[config.mk]
export PLATFORM = sky130hd
export DESIGN_NAME = clock_module_root
export DESIGN_NICKNAME = d
export VERILOG_FILES = /design/src/rtl/clock_module_root.sv
export SDC_FILE = /design/constraint.sdc
export NUM_CORES = 1
export LEC_CHECK = 0
export ABC_CLOCK_PERIOD_IN_PS = 4200
export CORE_UTILIZATION = 57
export CTS_BUF_LIST = sky130_fd_sc_hd__clkbuf_4 sky130_fd_sc_hd__clkbuf_8
export DETAILED_ROUTE_END_ITERATION = 6
export PLACE_DENSITY = 0.84
export SLEW_MARGIN = 10
export SYNTH_ARGS = -nofsm -noshare
export SYNTH_HDL_FRONTEND = slang
export SYNTH_SLANG_ARGS = --single-unit
[constraint.sdc]
create_clock -name clock -period 4.2 [get_ports clock]
set_input_delay 0.63 -clock clock [delete_from_list [all_inputs] [get_ports clock]]
set_output_delay 0.63 -clock clock [all_outputs]
set_load 0.01 [all_outputs]
[src/rtl/clock_module_root.sv]
// Root responder of the clock-tree request protocol.
// Answers one child's request with a timed start/stop handshake and gates the
// raw root clock onto the tree through a glitch-free latch-based clock gate.
`timescale 1ns/1ps
module clock_module_root #(
  parameter int START_CYCLES   = 8,
  parameter int STOP_CYCLES    = 4,
  parameter int MIN_OFF_CYCLES = 2,
  parameter int CNT_W          = 16
) (
  input  logic             clock,
  input  logic             async_resetn,
  input  logic             child_request,
  output logic             child_ready,
  output logic             child_silent,
  output logic             child_starting,
  output logic             child_stopping,
  input  logic             clock_route_path_in,
  output logic             clock_route_path_out,
  output logic [CNT_W-1:0] start_count
);

  // Sequence counter only ever holds START_CYCLES-1 or STOP_CYCLES-1 at most.
  localparam int SEQ_MAX = (START_CYCLES > STOP_CYCLES) ? START_CYCLES : STOP_CYCLES;
  localparam int SEQ_W   = (SEQ_MAX > 1) ? $clog2(SEQ_MAX) : 1;
  localparam int OFF_W   = (MIN_OFF_CYCLES > 0) ? $clog2(MIN_OFF_CYCLES + 1) : 1;

  localparam logic [SEQ_W-1:0] START_LOAD = SEQ_W'(START_CYCLES - 1);
  localparam logic [SEQ_W-1:0] STOP_LOAD  = SEQ_W'(STOP_CYCLES - 1);
  localparam logic [OFF_W-1:0] OFF_LOAD   = OFF_W'(MIN_OFF_CYCLES);

  // One-hot encoding: each status output is a single state-register bit,
  // so the outputs are registered and mutually exclusive by construction.
  typedef enum logic [3:0] {
    SILENT   = 4'b0001,
    STARTING = 4'b0010,
    READY    = 4'b0100,
    STOPPING = 4'b1000
  } state_t;

  state_t             state_q,       state_d;
  logic [SEQ_W-1:0]   seq_cnt_q,     seq_cnt_d;
  logic [OFF_W-1:0]   off_cnt_q,     off_cnt_d;
  logic               gate_en_q,     gate_en_d;
  logic [CNT_W-1:0]   start_count_q, start_count_d;
  logic               gate_en_lat;

  // Saturating increment: the statistic sticks at all-ones instead of wrapping.
  function automatic logic [CNT_W-1:0] sat_inc(input logic [CNT_W-1:0] v);
    return (&v) ? v : v + CNT_W'(1);
  endfunction

  // Next-state, counter and gate-enable logic for the start/stop handshake.
  always_comb begin
    state_d       = state_q;
    seq_cnt_d     = seq_cnt_q;
    off_cnt_d     = off_cnt_q;
    gate_en_d     = gate_en_q;
    start_count_d = start_count_q;
    case (state_q)
      SILENT: begin
        if (off_cnt_q != '0) begin
          off_cnt_d = off_cnt_q - OFF_W'(1);
        end else if (child_request) begin
          state_d   = STARTING;
          gate_en_d = 1'b1;
          seq_cnt_d = START_LOAD;
        end
      end
      STARTING: begin
        // Never aborted; a dropped request is seen once READY is reached.
        if (seq_cnt_q == '0) begin
          state_d       = READY;
          start_count_d = sat_inc(start_count_q);
        end else begin
          seq_cnt_d = seq_cnt_q - SEQ_W'(1);
        end
      end
      READY: begin
        if (!child_request) begin
          state_d   = STOPPING;
          gate_en_d = 1'b0;
          seq_cnt_d = STOP_LOAD;
        end
      end
      STOPPING: begin
        // Never aborted; a new request is seen once SILENT is reached.
        if (seq_cnt_q == '0) begin
          state_d   = SILENT;
          off_cnt_d = OFF_LOAD;
        end else begin
          seq_cnt_d = seq_cnt_q - SEQ_W'(1);
        end
      end
      default: begin
        state_d   = SILENT;
        gate_en_d = 1'b0;
      end
    endcase
  end

  // Control state register with asynchronous return to the silent state.
  always_ff @(posedge clock or negedge async_resetn) begin
    if (!async_resetn) begin
      state_q       <= SILENT;
      seq_cnt_q     <= '0;
      off_cnt_q     <= '0;
      gate_en_q     <= 1'b0;
      start_count_q <= '0;
    end else begin
      state_q       <= state_d;
      seq_cnt_q     <= seq_cnt_d;
      off_cnt_q     <= off_cnt_d;
      gate_en_q     <= gate_en_d;
      start_count_q <= start_count_d;
    end
  end

  // ICG latch: follows the enable only while the raw clock is low, so the gate
  // can never open or close in the middle of a high phase. Reset forces it shut.
  always_latch begin
    if (!async_resetn) begin
      gate_en_lat = 1'b0;
    end else if (!clock_route_path_in) begin
      gate_en_lat = gate_en_q;
    end
  end

  assign clock_route_path_out = clock_route_path_in & gate_en_lat;

  assign child_silent   = state_q[0];
  assign child_starting = state_q[1];
  assign child_ready    = state_q[2];
  assign child_stopping = state_q[3];
  assign start_count    = start_count_q;

endmodule

==> results of run 1 <==
synth_stat cells, types with 3 or more instances:
cell type and count:
a21oi_1 3, and2_1 5, and4_1 3, dfrtp_1 25, ha_1 4, inv_1 7
nand2_1 13, nand3_1 6, nand4_1 3, nor2_1 5, nor3_1 4, nor4b_2 3
o211ai_1 4, xnor2_1 9, xor2_1 6
cell type report:
cell class	instances	area share [%]
sequential	27	36.9
multi-input combinational	105	43.9
timing repair buffer	25	13.7
inverter	7	1.45
clock buffer	4	2.01
tap	30	2.08
worst max path at each step:
stage / startpoint / end / slack, ns / cells past startpoint
3_3_place_gp: clock_route_path_in / clock_route_path_out / 1.83 / 3
4_1_cts: clock_route_path_in / clock_route_path_out / 1.81 / 3
3_5_place_dp: clock_route_path_in / clock_route_path_out / 1.82 / 3
2_1_floorplan: seq_cnt_q[0] / seq_cnt_q[1] / 2.40 / 6
6_report: clock_route_path_in / clock_route_path_out / 1.82 / 3
5_1_grt: clock_route_path_in / clock_route_path_out / 1.77 / 3
registers in the layout, indices dropped and copies added (netlist names):
name,flops
start_count,16
gate_en_q,1
gate_en_lat,1
state_q,4
off_cnt_q,2
seq_cnt_q,3
metrics by stage:
step           utilization (%)  instances  area (um2)
6_report                  72.3        198        1810
5_1_grt                   72.3        198        1810
4_1_cts                   72.3        198        1810
3_5_place_dp              70.9        194        1770
3_3_place_gp              70.9        194        1770
2_1_floorplan                -        144        1530
cells by family after synthesis:
kind of cell | count (synthesis) | share of synthesized area, %
buffers and inverters | 12 | 4.34
muxes | 4 | 3.20
xor gates and xnor gates | 15 | 8.61
AOI/OAI and AO/OA | 24 | 12.4
latches | 1 | 0.983
DFF | 26 | 42.7
adders and majority gates | 4 | 3.28
and+or+nand+nor | 58 | 24.5
power by group through the flow:
stage / logic, mW / registers (mW) / clock network, mW
2_1_floorplan: 0.211 / 0.323 / 0
4_1_cts: 0.262 / 0.330 / 0.129
5_1_grt: 0.290 / 0.336 / 0.139
3_5_place_dp: 0.261 / 0.335 / 0
3_3_place_gp: 0.248 / 0.331 / 0
6_report: 0.260 / 0.330 / 0.124
layer usage:
layer	track usage [%]	vias to the layer above	share of wire, %
met1	29.0	580	47
met5	0	-	0
li1	-	576	-
met4	12.7	0	1.8
met2	38.7	25	48
met3	3.11	6	3.3
==> impl_metrics.csv, run 1 <==
group,metric,value,unit
outcome,status,"finished, final reports clean",
synth,synth-warning-count,0,
grt,grt_antenna_before_repair,0,
setup_path,path_max_fanout,2,
hold_path,hp-class,"flop to flop",
die,num_rows,18,
die,core_area,2500,um2
clock_network,cts_tree,"built",
detailed_routing,drc,0,
timing,fin_worst_skew,0.00669,ns
detailed_routing,drt_iter0_markers,28,
grt,grt_pass1_vias,1108,
synth,synth-seq-cells,27,
clock_network,cts_setup_buffers,0,
clock_network,numCtsBuffers,3,
timing,finalCriticalPeriod,2.38,ns
pwr,swShare,33.2,%
clock_network,cts_resized,0,
timing,rsz0062_at_grt,"no",
setup_path,critPathKind,"input pin to output port",
pwr,ir_worst_vdd,336,uV
place,dp_hpwl,2120,um
timing,unclocked_pins,1,
synth,synthFlopType,"dfrtp_1",
timing,worst_slack,1.82,ns
finish,layout_commonest_cell,"dfrtp_1",
finish,layout_common_cells,"dfrtp_1 (25), clkdlybuf4s50_1 (24), nand2_1 (13)",
detailed_routing,vias,1187,
finish,drive_above_1_share,11.9,%
setup_path,cp-end-kind,"output port",
setup_path,worst-r2r-setup-slack,2.28,ns
detailed_routing,wl_per_cell,14.6,um
synth,synth_top_area_cell,"dfrtp_1",
setup_path,r2r-start,"seq_cnt_q[0]",
grt,grt.overflow.total,0,
finish,fillers,179,
synth,synth_area_leaders,"dfrtp_1 (41%), xnor2_1 (5.2%), xor2_1 (3.4%), ha_1 (3.3%), nand2_1 (3.2%)",
setup_path,regToRegEndpoint,"seq_cnt_q[1]",
setup_path,crit_buf_inv,2,
timing,worst_slew_pin_slew,0.505,ns
finish,seq_area,667,um2
die,initial_core_util,61.1,%
finish,multi_input_area,793,um2
finish,diodes,0,
pwr,comb_power_share,36.4,%
pwr,internal_power,0.477,mW
die,io_pins,25,
hold_path,min-delay-start,"off_cnt_q[0]",
synth,synth_cell_types,50,
clock_network,ctsHtreeMaxLevel,1,
place,place_ws,1.82,ns
grt,grt_max_degree,29,
die,dieWidth,53.8,um
timing,fin_crit_sh,56.7,%
synth,syn_inst,144,
clock_network,clockBufferDepth,2,
setup_path,crit_slowest_cell,"clkdlybuf4s50_1",
setup_path,cp-start-kind,"input pin",
pwr,leakagePower,0.774,nW
clock_network,hold_buffers,0,
grt,gr-usage-all-layers,23.3,%
grt,grt_pass1_wl,4750,um
synth,syn-num-nets,152,
hold_path,holdPathStages,1,
timing,setup_tns,0,ns
pwr,seqPwrFrac,46.3,%
place,finalWeightedCongestion,0.836,
clock_network,clk_latency,0.32,ns
die,die_y,53.8,um
detailed_routing,final_antenna_net_count,0,
synth,async_flop_share,96.3,%
timing,relSlewSlack,66.1,%
detailed_routing,drt-vias-per-instance,5.99,
synth,synth_area,1530,um2
detailed_routing,drt_wl_total,2880,um
timing,hold_viol,0,
pwr,pwr-share-clk,17.3,%
timing,fmax,420,MHz
place,io_buffers,24,
setup_path,cp_top_family,"buffers and inverters",
finish,nNetsFinal,177,
setup_path,path_cells,"clkdlybuf4s50_1, and2_1, clkdlybuf4s50_1",
timing,setup_viol,0,
synth,yosys.area.top_type_share,41.0,%
timing,drv_slew,0,
pwr,p_per_area,395,nW/um2
setup_path,cp_data_required_time,3.57,ns
timing,hold_slack,0.503,ns
pwr,power,0.714,mW
finish,syn2layout_area_growth,18.4,%
clock_network,cts_root_buf,"clkbuf_4",
flow_run,max_cap_violations,0,
synth,syn_avg_cell_area,10.6,um2
synth,synth_edf_count,0,
setup_path,path_common_cell,"clkdlybuf4s50_1",
die,fp.dieArea,2890,um2
hold_path,hold_path_end,"off_cnt_q[0]",
setup_path,crit_arrival,1.75,ns
setup_path,slowest_delay,0.53,ns
pwr,switching_power,0.237,mW
timing,unconstrained_endpoints,1,
setup_path,worst_r2r_path_depth,6,
detailed_routing,first_pass_iters,4,
clock_network,path_clk_slew,0.13,ns
No activity file was read; power rests on OpenSTA's default activity.
==> run 2: changes to the inputs <==
--- a/config.mk
+++ b/config.mk
@@ -5,11 +5,11 @@
 export SDC_FILE = /design/constraint.sdc
 export NUM_CORES = 1
 export LEC_CHECK = 0
-export ABC_CLOCK_PERIOD_IN_PS = 4200
-export CORE_UTILIZATION = 57
+export ABC_CLOCK_PERIOD_IN_PS = 2390
+export CORE_UTILIZATION = 55
 export CTS_BUF_LIST = sky130_fd_sc_hd__clkbuf_4 sky130_fd_sc_hd__clkbuf_8
 export DETAILED_ROUTE_END_ITERATION = 6
-export PLACE_DENSITY = 0.84
+export PLACE_DENSITY = 0.82
 export SLEW_MARGIN = 10
 export SYNTH_ARGS = -nofsm -noshare
 export SYNTH_HDL_FRONTEND = slang
==> constraint.sdc (replaced) <==
create_clock -name clock -period 2.39 [get_ports clock]
set_input_delay 0.3585 -clock clock [delete_from_list [all_inputs] [get_ports clock]]
set_output_delay 0.3585 -clock clock [all_outputs]
set_load 0.01 [all_outputs]
==> run 2 against run 1 <==
Effect of this change: core utilization fell by 0.98 points; flip-flop and latch count did not move; first-iteration DRC count fell by 46%; non-clock buffer count rose by 1; cell count rose by 0.51%; global-route usage fell by 0.36 points; worst hold slack got worse by 0.11 ns; critical endpoint is now seq_cnt_q[1].
==> impl_metrics.csv, run 2 (synthesis results as in run 1) <==
group,metric,value,unit
die,dieWidth,54.7,um
finish,fin_util,71.3,%
clock_network,numCtsBuffers,3,
setup_path,crit_arrival,2.12,ns
clock_network,ctsHtreeMaxLevel,1,
timing,unclocked_pins,1,
detailed_routing,drt_iter0_markers,15,
die,io_pins,25,
clock_network,clk_latency,0.31,ns
die,core_area,2540,um2
pwr,p_per_area,700,nW/um2
finish,layout_commonest_cell,"dfrtp_1",
clock_network,path_clk_slew,0.14,ns
detailed_routing,drt_wl_total,3060,um
detailed_routing,first_pass_iters,4,
clock_network,cts_setup_buffers,0,
setup_path,cp_top_family,"simple AND/OR/NAND/NOR gates",
setup_path,cp_data_required_time,2.59,ns
grt,gr-usage-all-layers,22.9,%
setup_path,slowest_delay,0.50,ns
clock_network,hold_buffers,0,
detailed_routing,wl_per_cell,15.4,um
detailed_routing,vias,1190,
finish,layout_common_cells,"dfrtp_1 (25), clkdlybuf4s50_1 (24), nand2_1 (13)",
timing,hold_viol,0,
finish,largest_reg_flops,16,
grt,grt_pass1_vias,1130,
timing,hold_slack,0.398,ns
die,die_y,54.7,um
timing,rsz0062_at_grt,"no",
timing,fin_worst_skew,0.00570,ns
timing,drv_slew,0,
die,fp.dieArea,2990,um2
grt,grt_max_degree,29,
detailed_routing,drc,0,
pwr,ir_worst_vdd,625,uV
die,initial_core_util,60.0,%
place,dpl_cell_area,1780,um2
pwr,leakagePower,0.779,nW
clock_network,cts_resized,0,
setup_path,crit_buf_inv,1,
outcome,status,"finished, final reports clean",
place,finalWeightedCongestion,0.802,
setup_path,cp-end-kind,"flop",
hold_path,hp-class,"input pin to async pin",
finish,drive_above_1_share,12.4,%
finish,syn2layout_area_growth,18.9,%
timing,worst_slew_pin_slew,0.586,ns
setup_path,path_cells,"inv_1, ha_1, nor2b_1, or4_4, a22oi_2, mux2_1",
timing,fmax,522,MHz
detailed_routing,final_antenna_net_count,0,
clock_network,cts_tree,"built",
finish,diodes,0,
flow_run,max_cap_violations,0,
setup_path,critPathKind,"flop to flop",
finish,nNetsFinal,178,
grt,grt_pass1_wl,4920,um
setup_path,cp-startpoint,"seq_cnt_q[1]",
setup_path,path_max_fanout,4,
timing,setup_tns,0,ns
finish,final_area,1820,um2
place,dp_hpwl,2210,um
die,num_rows,18,
timing,finalCriticalPeriod,1.92,ns
timing,fin_crit_sh,80.2,%
setup_path,crit_slowest_cell,"or4_4",
clock_network,clockBufferDepth,2,
detailed_routing,drt-vias-per-instance,5.98,
setup_path,cp-start-kind,"flop",
grt,grt.overflow.total,0,
grt,grt_antenna_before_repair,0,
setup_path,r2r-start,"seq_cnt_q[1]",
place,io_buffers,24,
timing,relSlewSlack,60.6,%
timing,setup_viol,0,
timing,unconstrained_endpoints,1,
clock_network,cts_root_buf,"clkbuf_4",
run 2: worst paths after layout:
check | end | slack, ns | cells after the start
max in group asynchronous | state_q[0] | 1.68 | 2
min in group clock | start_count[15] | 0.50 | 1
min reg2reg | start_count[15] | 0.50 | 1
max | seq_cnt_q[1] | 0.47 | 6
max reg2reg | seq_cnt_q[1] | 0.47 | 6
min | off_cnt_q[1] | 0.40 | 2
run 2: cell type report:
type / instances / area (um2)
well taps: 30 / 37.5
multi-input cells: 105 / 793
repair buffers: 26 / 255
inverters: 7 / 26.3
flip-flops and latches: 27 / 667
clock buffers: 4 / 36.3
fillers: 181 / 729
run 2: power by group:
group | switching [mW] | internal (mW) | total, mW
sequential | 0.0712 | 0.512 | 0.583
combinational | 0.230 | 0.244 | 0.474
clock | 0.122 | 0.0929 | 0.215
total | 0.423 | 0.849 | 1.27
run 2: stage by stage:
stage / cells / setup WS [ns] / total power [mW]
finish: 199 / 0.473 / 1.27
global route: 199 / 0.374 / 1.36
CTS: 199 / 0.457 / 1.28
detailed placement: 195 / 0.416 / 1.07
global placement: 195 / 0.463 / 1.04
floorplan: 144 / 0.591 / 0.938
run 2: per-layer routing:
layer  part of all wire, %  vias up  track usage, %
met3                   3.3        2            3.33
met5                     0        -               0
met1                    45      588            29.0
met2                    51       27            39.0
met4                  0.65        0            8.97
li1                      -      573               -
==> run 3: changes to the inputs <==
--- a/config.mk
+++ b/config.mk
@@ -5,7 +5,7 @@
 export SDC_FILE = /design/constraint.sdc
 export NUM_CORES = 1
 export LEC_CHECK = 0
-export ABC_CLOCK_PERIOD_IN_PS = 2390
+export ABC_CLOCK_PERIOD_IN_PS = 2000
 export CORE_UTILIZATION = 55
 export CTS_BUF_LIST = sky130_fd_sc_hd__clkbuf_4 sky130_fd_sc_hd__clkbuf_8
 export DETAILED_ROUTE_END_ITERATION = 6
==> constraint.sdc (replaced) <==
create_clock -name clock -period 2 [get_ports clock]
set_input_delay 0.3 -clock clock [delete_from_list [all_inputs] [get_ports clock]]
set_output_delay 0.3 -clock clock [all_outputs]
set_load 0.01 [all_outputs]
==> run 3 against run 2 <==
Effect of this change: maximum frequency about the same; design area grew 1.2%; critical path depth unchanged; flip-flop and latch count stayed put; largest cell class unchanged.
==> impl_metrics.csv, run 3 (synthesis results as in run 1) <==
group,metric,value,unit
finish,largest_reg_flops,16,
pwr,leakagePower,0.791,nW
flow_run,max_cap_violations,0,
finish,final_area,1840,um2
grt,gr-usage-all-layers,23.5,%
grt,grt_pass1_vias,1182,
setup_path,critPathKind,"flop to flop",
clock_network,cts_root_buf,"clkbuf_4",
timing,unconstrained_endpoints,1,
setup_path,crit_slowest_cell,"or4_4",
timing,fin_worst_skew,0.00736,ns
finish,diodes,0,
grt,grt_pass1_wl,5040,um
setup_path,worst_r2r_path_depth,6,
die,fp.dieArea,2990,um2
place,place_inst,197,
finish,layout_commonest_cell,"clkdlybuf4s50_1",
setup_path,crit_buf_inv,1,
setup_path,slowest_delay,0.45,ns
clock_network,cts_tree,"built",
timing,fin_crit_sh,95.8,%
timing,setup_viol,0,
setup_path,path_max_fanout,4,
place,finalWeightedCongestion,0.794,
clock_network,path_clk_slew,0.14,ns
finish,layout_common_cells,"clkdlybuf4s50_1 (24), dfrtp_1 (23), nand2_1 (13)",
clock_network,clockBufferDepth,2,
finish,final_cells,201,
detailed_routing,wl_per_cell,15.0,um
clock_network,clk_latency,0.31,ns
die,io_pins,25,
die,initial_core_util,60.0,%
timing,worst_slew_pin_slew,0.544,ns
hold_path,hp-class,"input pin to async pin",
timing,unclocked_pins,1,
detailed_routing,drt_wl_total,3020,um
clock_network,numCtsBuffers,3,
setup_path,cp-end-kind,"flop",
timing,fmax,522,MHz
detailed_routing,drt-vias-per-instance,5.98,
pwr,ir_worst_vdd,673,uV
pwr,p_per_area,840,nW/um2
finish,fin_util,72.2,%
detailed_routing,drc,0,
pwr,power,1.54,mW
finish,syn2layout_area_growth,20.4,%
place,dp_hpwl,2260,um
outcome,status,"finished, final reports clean",
die,die_y,54.7,um
clock_network,ctsHtreeMaxLevel,1,
timing,setup_tns,0,ns
detailed_routing,first_pass_iters,4,
setup_path,crit_arrival,2.12,ns
clock_network,cts_setup_buffers,0,
detailed_routing,vias,1201,
clock_network,hold_buffers,0,
timing,rsz0062_at_grt,"no",
finish,drive_above_1_share,15.8,%
place,dpl_cell_area,1790,um2
grt,grt_max_degree,29,
finish,fillers,198,
setup_path,path_cells,"inv_1, ha_1, nor2b_1, or4_4, a22oi_2, mux2_4",
setup_path,cp_data_required_time,2.21,ns
finish,nNetsFinal,180,
detailed_routing,drt_iter0_markers,18,
timing,drv_slew,0,
die,dieWidth,54.7,um
die,core_area,2540,um2
timing,finalCriticalPeriod,1.92,ns
detailed_routing,final_antenna_net_count,0,
setup_path,cp-start-kind,"flop",
die,num_rows,18,
clock_network,cts_resized,0,
timing,relSlewSlack,63.4,%
setup_path,cp_top_family,"simple AND/OR/NAND/NOR gates",
place,io_buffers,24,
setup_path,worst-path-stages,6,
grt,grt.overflow.total,0,
grt,grt_antenna_before_repair,0,
timing,hold_viol,0,
-- run 3: cell count changes in the layout (fill, tap and decap cells not counted) --
cell / delta
and2_1: -1
and2_2: +1
buf_4: +2
dfrtp_1: -2
dfrtp_2: +2
mux2_1: -1
mux2_4: +1
-- run 3: metal layers --
layer	routed length, um	vias to the layer above	track usage [%]
li1	-	580	-
met1	1300	589	28.0
met2	1580	30	42.6
met3	118	2	3.33
met4	20	0	8.12
met5	0	-	0
-- run 3: stage by stage --
stage          setup WS (ns)  hold WS (ns)
6_report              0.0847         0.346
5_1_grt              0.00559         0.383
4_1_cts               0.0282         0.353
3_5_place_dp          0.0300         0.477
3_3_place_gp           0.132         0.468
2_1_floorplan          0.201       0.00441
-- run 3: final cells by class --
cell class	count	area [um2]	area share, %
Inverter	7	26.3	1.43
Timing Repair Buffer	28	270	14.7
Clock buffer	4	36.3	1.97
Tap cell	30	37.5	2.04
Sequential cell	27	669	36.4
Multi-Input combinational cell	105	798	43.4
-- run 3: path summary, 6_finish.rpt --
check                                start         endpoint  slack (ns)
min in group clock         start_count[15]  start_count[15]        0.50
min                           async_resetn     off_cnt_q[0]        0.35
min reg2reg                start_count[15]  start_count[15]        0.50
max in group asynchronous     async_resetn       state_q[0]        1.36
max                           seq_cnt_q[1]     seq_cnt_q[1]        0.08
max reg2reg                   seq_cnt_q[1]     seq_cnt_q[1]        0.08
-- run 3: power by group --
part | switching [mW] | internal, mW | leakage, nW
sequential | 0.0812 | 0.613 | 0.345
clock | 0.149 | 0.111 | 0.0210
combinational | 0.287 | 0.302 | 0.425
-- run 3: worst reg2reg max path, stage by stage (launching register included) --
cell and delay (ns):
dfrtp_1 0.38, inv_1 0.06, ha_1 0.21, nor2b_1 0.14, or4_4 0.45, a22oi_2 0.25
mux2_4 0.33
